### src/rtl/decoder_pipe.sv
// decoder_pipe: binary index to one-hot / thermometer / inverted one-hot code,
// carried through STAGES elastic register stages with valid/ready handshaking.
// Also keeps a saturating output-handshake counter and a sticky illegal-mode flag.
module decoder_pipe #(
  parameter int N_IN   = 5,
  parameter int STAGES = 1,
  parameter int CNT_W  = 16
) (
  input  logic                    clk,
  input  logic                    rst,
  input  logic [N_IN-1:0]         a,
  input  logic [1:0]              mode,
  input  logic                    in_valid,
  output logic                    in_ready,
  output logic [(1<<N_IN)-1:0]    y,
  output logic                    out_valid,
  input  logic                    out_ready,
  input  logic                    cnt_clr,
  output logic [CNT_W-1:0]        txn_count,
  output logic                    mode_err
);

  localparam int               W       = 1 << N_IN;
  localparam logic [W-1:0]     ONE     = W'(1);
  localparam logic [CNT_W-1:0] CNT_MAX = '1;

  // Thermometer code is the one-hot shifted up by one minus one; when the
  // one-hot sits in the top bit the shift wraps to zero and the subtraction
  // yields all ones, which is exactly the required a = W-1 result.
  function automatic logic [W-1:0] decode(input logic [N_IN-1:0] idx,
                                          input logic [1:0]      md);
    logic [W-1:0] onehot;
    onehot = ONE << idx;
    case (md)
      2'b00:   decode = onehot;
      2'b01:   decode = (onehot << 1) - ONE;
      2'b10:   decode = ~onehot;
      default: decode = '0;
    endcase
  endfunction

  logic [STAGES-1:0] vld_q, vld_d;
  logic [STAGES-1:0] adv, ld;
  logic [STAGES-1:0] src_vld;
  logic [W-1:0]      y_q   [STAGES];
  logic [W-1:0]      y_d   [STAGES];
  logic [W-1:0]      src_y [STAGES];
  logic [CNT_W-1:0]  txn_q, txn_d;
  logic              err_q, err_d;
  logic              hs_in, hs_out;

  // Ready chain from the output back to stage 0: a stage may load when it is
  // empty or its occupant moves on this cycle.
  always_comb begin : ready_chain
    logic r;
    r   = out_ready;
    adv = '0;
    ld  = '0;
    for (int k = STAGES - 1; k >= 0; k--) begin
      adv[k] = vld_q[k] & r;
      r      = ~vld_q[k] | r;
      ld[k]  = r;
    end
  end

  assign in_ready  = ld[0];
  assign hs_in     = in_valid & in_ready;
  assign out_valid = vld_q[STAGES-1];
  assign y         = y_q[STAGES-1];
  assign hs_out    = out_valid & out_ready;
  assign txn_count = txn_q;
  assign mode_err  = err_q;

  // Each stage's source: the decoder for stage 0, the previous stage otherwise.
  always_comb begin
    src_vld[0] = in_valid;
    src_y[0]   = decode(a, mode);
    for (int k = 1; k < STAGES; k++) begin
      src_vld[k] = vld_q[k-1];
      src_y[k]   = y_q[k-1];
    end
  end

  // Stage next-state; data only moves when a valid item arrives so y keeps
  // its last value while the stage is empty.
  always_comb begin
    for (int k = 0; k < STAGES; k++) begin
      vld_d[k] = ld[k] ? src_vld[k] : vld_q[k];
      y_d[k]   = (ld[k] & src_vld[k]) ? src_y[k] : y_q[k];
    end
  end

  // Saturating handshake counter (clear wins) and sticky illegal-mode flag.
  always_comb begin
    txn_d = txn_q;
    if (cnt_clr) begin
      txn_d = '0;
    end else if (hs_out && (txn_q != CNT_MAX)) begin
      txn_d = txn_q + CNT_W'(1);
    end
    err_d = err_q | (hs_in & (mode == 2'b11));
  end

  // State registers; reset discards everything in flight, including data.
  always_ff @(posedge clk or negedge rst) begin
    if (!rst) begin
      vld_q <= '0;
      for (int k = 0; k < STAGES; k++) y_q[k] <= '0;
      txn_q <= '0;
      err_q <= 1'b0;
    end else begin
      vld_q <= vld_d;
      for (int k = 0; k < STAGES; k++) y_q[k] <= y_d[k];
      txn_q <= txn_d;
      err_q <= err_d;
    end
  end

endmodule
### config.mk
export PLATFORM = sky130hd
export DESIGN_NAME = decoder_pipe
export DESIGN_NICKNAME = d
export VERILOG_FILES = /design/src/rtl/decoder_pipe.sv
export SDC_FILE = /design/constraint.sdc
export NUM_CORES = 1
export LEC_CHECK = 0
export CORE_MARGIN = 2
export CORE_UTILIZATION = 50
export DETAILED_ROUTE_END_ITERATION = 10
export GPL_ROUTABILITY_DRIVEN = 0
export PLACE_DENSITY = 0.82
export SYNTH_ARGS = -nofsm -noshare
export SYNTH_HDL_FRONTEND = slang
export SYNTH_SLANG_ARGS = --single-unit
### constraint.sdc
create_clock -name clk -period 2.6 [get_ports clk]
set_input_delay 0.39 -clock clk [delete_from_list [all_inputs] [get_ports clk]]
set_output_delay 0.39 -clock clk [all_outputs]
set_load 0.02 [all_outputs]
Word-level counts from Yosys, hierarchy flattened
Cells that the tools add are included.

word-level totals
  bits in registers = 50
  bits of input ports = 12
  output and inout port bits = 51

operators by class
  bitwise logic cells = 7
  muxes and demuxes = 3
  equality and inequality tests = 4
  shift operators = 1
  reductions and logical operators = 3
  add/sub/neg operators = 2

operator list
  kind                                                 count
  one-hot mux 32 bit (3 select lines)                  1
  2-to-1 mux 16 bit                                    2
  inverter 32 bit                                      1
  << shifter 1 x 5 -> 32 bit, first input constant     1
  subtractor 32 x 1 -> 32 bit, second input constant   1
  adder 16 x 1 -> 16 bit, second input constant        1
  != test 16 bit, second input constant                1
  equality test 2 bit, second input constant           2
  bitwise AND 1 bit                                    3
  equality test 2 x 1 -> 1 bit, second input constant  1
  logical NOT 2 bit                                    1
  OR 1 bit                                             2
  nonzero test 2 bit                                   1
  logical AND 1 bit                                    1
  inverter 1 bit                                       1

Logic depth before layout (Yosys ltp)
  word-level depth = 5
  gate-level depth with buffers = 7
  gate-level depth less buffers = 5

Least setup slack after synthesis
OpenSTA, ideal clock, no wires.

  path kind = reg2reg
  start = register txn_q[3] (netlist: txn_count[3])
  end = register txn_q[15] (netlist: txn_count[15])
  stages on the path, launching flop included = 6
  required time = 2.472 ns
  setup slack = 0.763 ns
  data arrival time = 1.709 ns
  path through = dfrtp_1 > nand4_2 > or2_0 > buf_2 > nor4b_1 > mux2_1

between the ends
  longest elaborated chain between the ends = 3
  elaborated cells between the ends (all ways) = 6
  classes of those cells = add/sub (1); eq/ne (1); mux (2); reduce/logical (2)

ends and longest elaborated chain
  element                                                          line    source
  start, declared                                                  48      logic [CNT_W-1:0] txn_q, txn_d;
  start signal, assigned                                           114     txn_q <= txn_d;
  adder 16 x 1 -> 16 bit / != test 16 bit (equally long branches)  99, 98
  2-to-1 mux 16 bit / logical AND 1 bit (equally long branches)    98      end else if (hs_out && (txn_q != CNT_MAX)) begin
  2-to-1 mux 16 bit / nonzero test 2 bit (equally long branches)   n/a

Several ways; a longest one is shown, not always the timed one. The select of a mux whose other input is x is not followed.
A chain may end at the register's enable or synchronous reset.

Final worst setup path
  start = input port out_ready
  end = output port in_ready

between the ends
  longest elaborated chain between the ends = 1

ends and longest elaborated chain
  element          line  source
  start, declared  17    input logic out_ready,
  OR 1 bit         61    r = ~vld_q[k] | r;
  end, declared    14    output logic in_ready,

No other way between the ends.

==> impl_summary.txt <==
----------------------------------------------------
[Placed design]
  DP Wirelength ... just over 6000 um
  Area after DPL ... about 0.0039 sq mm
  Number of input and output port buffers inserted ... 62

[CTS]
  H-tree lvl count ... 2
  Cts-stage hold buffer count ... 0
  Number of clock sinks seen by CTS ... 50
  Number of instances resized during post-cts repair ... 0
  Buffers inserted during post-CTS setup optimization ... 0
  Clock buffers created by TritonCTS ... 5
  Clock slew at the register clock pins of the worst setup and hold paths ... ~0.09 ns
  Number of buffers between clock root and the deepest sink ... 2
  Clock tree from TritonCTS ... done
  Clk Tree Root Cell ... sky130_fd_sc_hd__clkbuf_8
  Clock latency on the worst-skew pair ... 0.30 ns

[Critical path]
  R2r setup slk ... around 0.72 ns
  CP max stage delay ... approximately 0.66 ns
  Data required time at the worst endpoint ... approximately 2.2 ns
  Cells along the critical path ... clkdlybuf4s50_1 -> nand2b_1 -> clkdlybuf4s50_1
  Critical Path Slowest Stage Cell ... sky130_fd_sc_hd__clkdlybuf4s50_1
  Critical register-to-register path endpoint ... txn_count[15]$_DFFE_PN0P_
  Origin of the critical flop-to-flop path ... txn_count[3]$_DFFE_PN0P_
  Critical path buffers and inverters ... 2
  Worst path arrival time ... ~1.8 ns
  Endpoint type of the worst setup path ... output pin
  Worst path most repeated cell ... sky130_fd_sc_hd__clkdlybuf4s50_1
  Max Fanout on Critical Path ... 4
  Startpoint type of the worst setup path ... input pin
  Critical Setup Path Class ... input pin to output pin
  Count of cells along the worst register-to-register path ... 4
  CP delay by family, top ... buffers and inverters

[Yosys]
  Yosys top cell by area ... sky130_fd_sc_hd__dfrtp_1
  Leading register cell type out of synthesis ... sky130_fd_sc_hd__dfrtp_1
  Total number of yosys warnings ... 0
  Commonest cells in the synthesized netlist ... sky130_fd_sc_hd__dfrtp_1, sky130_fd_sc_hd__nor2_1, sky130_fd_sc_hd__nand2_1
  Sequential area share after synthesis ... between 30 and 40%
  Most area-consuming cells after synthesis ... sky130_fd_sc_hd__dfrtp_1, sky130_fd_sc_hd__o21ai_0, sky130_fd_sc_hd__nor2_1
  Post-synth EDFFs ... 0
  FF+latch count, synth ... 50
  Most frequent cell after synthesis ... sky130_fd_sc_hd__dfrtp_1
  Syn_nets ... 391
  Yosys top cell area share ... ~40%
  Fraction of registers with async set or reset after synthesis ... 100.0%
  Post-Syn Area ... between 0.003 and 0.004 sq mm
  Cell count after synthesis ... 378
  Average cell area after synthesis ... 8.374 sq um
  Post-synth cell types ... between 50 and 60

[Routing]
  DRT Pass-1 Iters ... 6
  Final Routed Wirelength ... approximately 8600 um
  Iteration-0 DRC Markers ... 300
  Via density ... roughly 6.3
  Via count ... between 3000 and 4000
  Remaining antenna violation count after routing ... 0
  Drc violations ... 0
  Wire per inst ... 16.98 um

[GRT]
  Grt total ovfl ... 0
  Total GRT Usage ... 25.34%
  Initial antenna violation count ... 0
  Vias in the first global route ... slightly above 3000
  Pin count of the biggest net entering global routing ... 51
  Global-route wire length before repair ... between 10000 and 15000 um

[Timing]
  Final period util ... between 80% and 90%
  Count of final setup violators ... 0
  Max-slew violations ... 0
  TNS Setup ... 0 ns
  F_max ... between 400 and 500 MHz
  Relative slew margins ... around 58%
  Actual slew at the worst max-slew pin ... roughly 0.63 ns
  Number of endpoints with negative hold slack in the final report ... 0
  Clock period minus worst slack ... 2.225 ns
  Unrepaired setup endpoints after global routing ... false
  Worst clock skew on the final layout ... 0.007953 ns

[Floorplan]
  Count of standard-cell rows ... 28
  Core footprint ... 0.006026 sq mm
  Num ports ... 63
  Die ar. ... between 0.006 and 0.007 sq mm
  Starting density of the core ... a little over half
  Die extent in y ... roughly 84 um
  Die X ... around 84 um

[Final layout]
  Area growth from synthesis to layout ... 25.65%
  Summed area of non-filler cells in the final layout ... roughly 0.004 sq mm
  Fillers ... 502
  Share of layout cells above drive strength 1 ... between 8 and 9%
  Diode count ... 0
  Final core area utilization ... about two thirds
  Number of nets in the layout ... roughly 440

[Pwr]
  Power per cell area ... 509.8 mW/mm^2
  IR Drop Worst-Case VDD ... ~0.33 mV
  Total power of the final layout ... slightly above 2 mW
  Leakage ... 1.524 nW

[Outcome]
  Run status ... finished, final reports clean

[Job]
  # Max-Cap Violations ... 0

[Worst hold path]
  Hold Path Class ... input pin to asynchronous set/reset pin

----------------------------------------------------
[kinds of logic after synthesis]
kind of cell | after synthesis | synth area share [%]
multiplexers | 9 | 3.083
XOR/XNOR | 11 | 3.043
flip-flops | 50 | 39.53
buffers and inverters | 42 | 5.217
adder cells (fa/ha/maj) | 1 | 0.3952
AO/OA/AOI/OAI | 113 | 23.52
AND/OR/NAND/NOR | 152 | 25.22
[stage by stage]
step,hold slack (ns),worst slack [ns],instances
CTS,0.2128,0.3980,505
global placement,0.4646,0.3586,497
finish,0.1722,0.3746,505
detailed placement,0.4764,0.2654,497
floorplan,0.09441,0.7632,378
global route,0.2568,0.3536,505
[per-layer routing]
layer	vias to the layer above	share of wire (%)	track usage [%]
li1	1496	-	-
met1	1489	43	34.84
met2	164	46	39.85
met3	21	8.0	4.847
met4	0	2.5	9.238
met5	-	0	0
[cell usage in the layout (no fill, tap or decap), types with 3 or more instances in the layout]
cell	synthesis	routed
sky130_fd_sc_hd__o22a_1	3	3
sky130_fd_sc_hd__or4_1	7	7
sky130_fd_sc_hd__nand3b_1	7	7
sky130_fd_sc_hd__nand2b_1	7	7
sky130_fd_sc_hd__a21oi_1	21	21
sky130_fd_sc_hd__o21bai_1	3	3
sky130_fd_sc_hd__mux2_2	5	5
sky130_fd_sc_hd__inv_1	6	6
sky130_fd_sc_hd__nor2b_1	5	5
sky130_fd_sc_hd__o211ai_1	7	7
sky130_fd_sc_hd__clkdlybuf4s50_1	0	61
sky130_fd_sc_hd__a22o_1	4	4
sky130_fd_sc_hd__or3_1	6	6
sky130_fd_sc_hd__xnor2_1	11	11
sky130_fd_sc_hd__o21ai_0	33	33
sky130_fd_sc_hd__nand3_1	11	11
sky130_fd_sc_hd__clkbuf_8	0	5
sky130_fd_sc_hd__mux2i_1	3	3
sky130_fd_sc_hd__nand4_1	8	8
sky130_fd_sc_hd__and2_1	5	5
sky130_fd_sc_hd__o31ai_1	7	7
sky130_fd_sc_hd__a31oi_1	7	7
sky130_fd_sc_hd__nor4_1	5	5
sky130_fd_sc_hd__a32o_1	5	5
sky130_fd_sc_hd__nor3_1	8	8
sky130_fd_sc_hd__dfrtp_1	50	50
sky130_fd_sc_hd__o22ai_1	3	3
sky130_fd_sc_hd__nand2_1	34	34
sky130_fd_sc_hd__nor2_1	35	35
sky130_fd_sc_hd__a21o_1	3	3
sky130_fd_sc_hd__buf_4	0	18
[report_power, final]
part | switching, mW | internal [mW]
registers | 0.0467 | 0.853
logic | 0.318 | 0.255
clock network | 0.268 | 0.288
[flip-flops by register name, indices dropped and copies added (netlist names)]
| signal | flops |
|---|---|
| txn_count | 16 |
| out_valid | 1 |
| mode_err | 1 |
| y | 32 |
[worst max-delay path by stage]
stage          cells after the start                   endpoint                      from  slack (ns)
2_1_floorplan                      5  txn_count[15]$_DFFE_PN0P_  txn_count[3]$_DFFE_PN0P_        0.76
3_3_place_gp                       6          y[31]$_DFFE_PN0P_                      a[3]        0.36
3_5_place_dp                       5          y[10]$_DFFE_PN0P_                      a[0]        0.27
4_1_cts                            3                   in_ready                 out_ready        0.40
5_1_grt                            3                   in_ready                 out_ready        0.35
6_report                           3                   in_ready                 out_ready        0.37
[area by class of cell]
| type | instances | area [sq um] | area share, % |
|---|---|---|---|
| clock inverters | 2 | 37.54 | 0.9437 |
| clock buffers | 6 | 72.57 | 1.824 |
| well taps | 75 | 93.84 | 2.359 |
| inverters | 6 | 22.52 | 0.5662 |
| repair buffers | 80 | 750.7 | 18.87 |
| multi-input cells | 286 | 1749 | 43.98 |
| flip-flops and latches | 50 | 1251 | 31.46 |
Note: power is estimated with default switching activity, not from simulation.
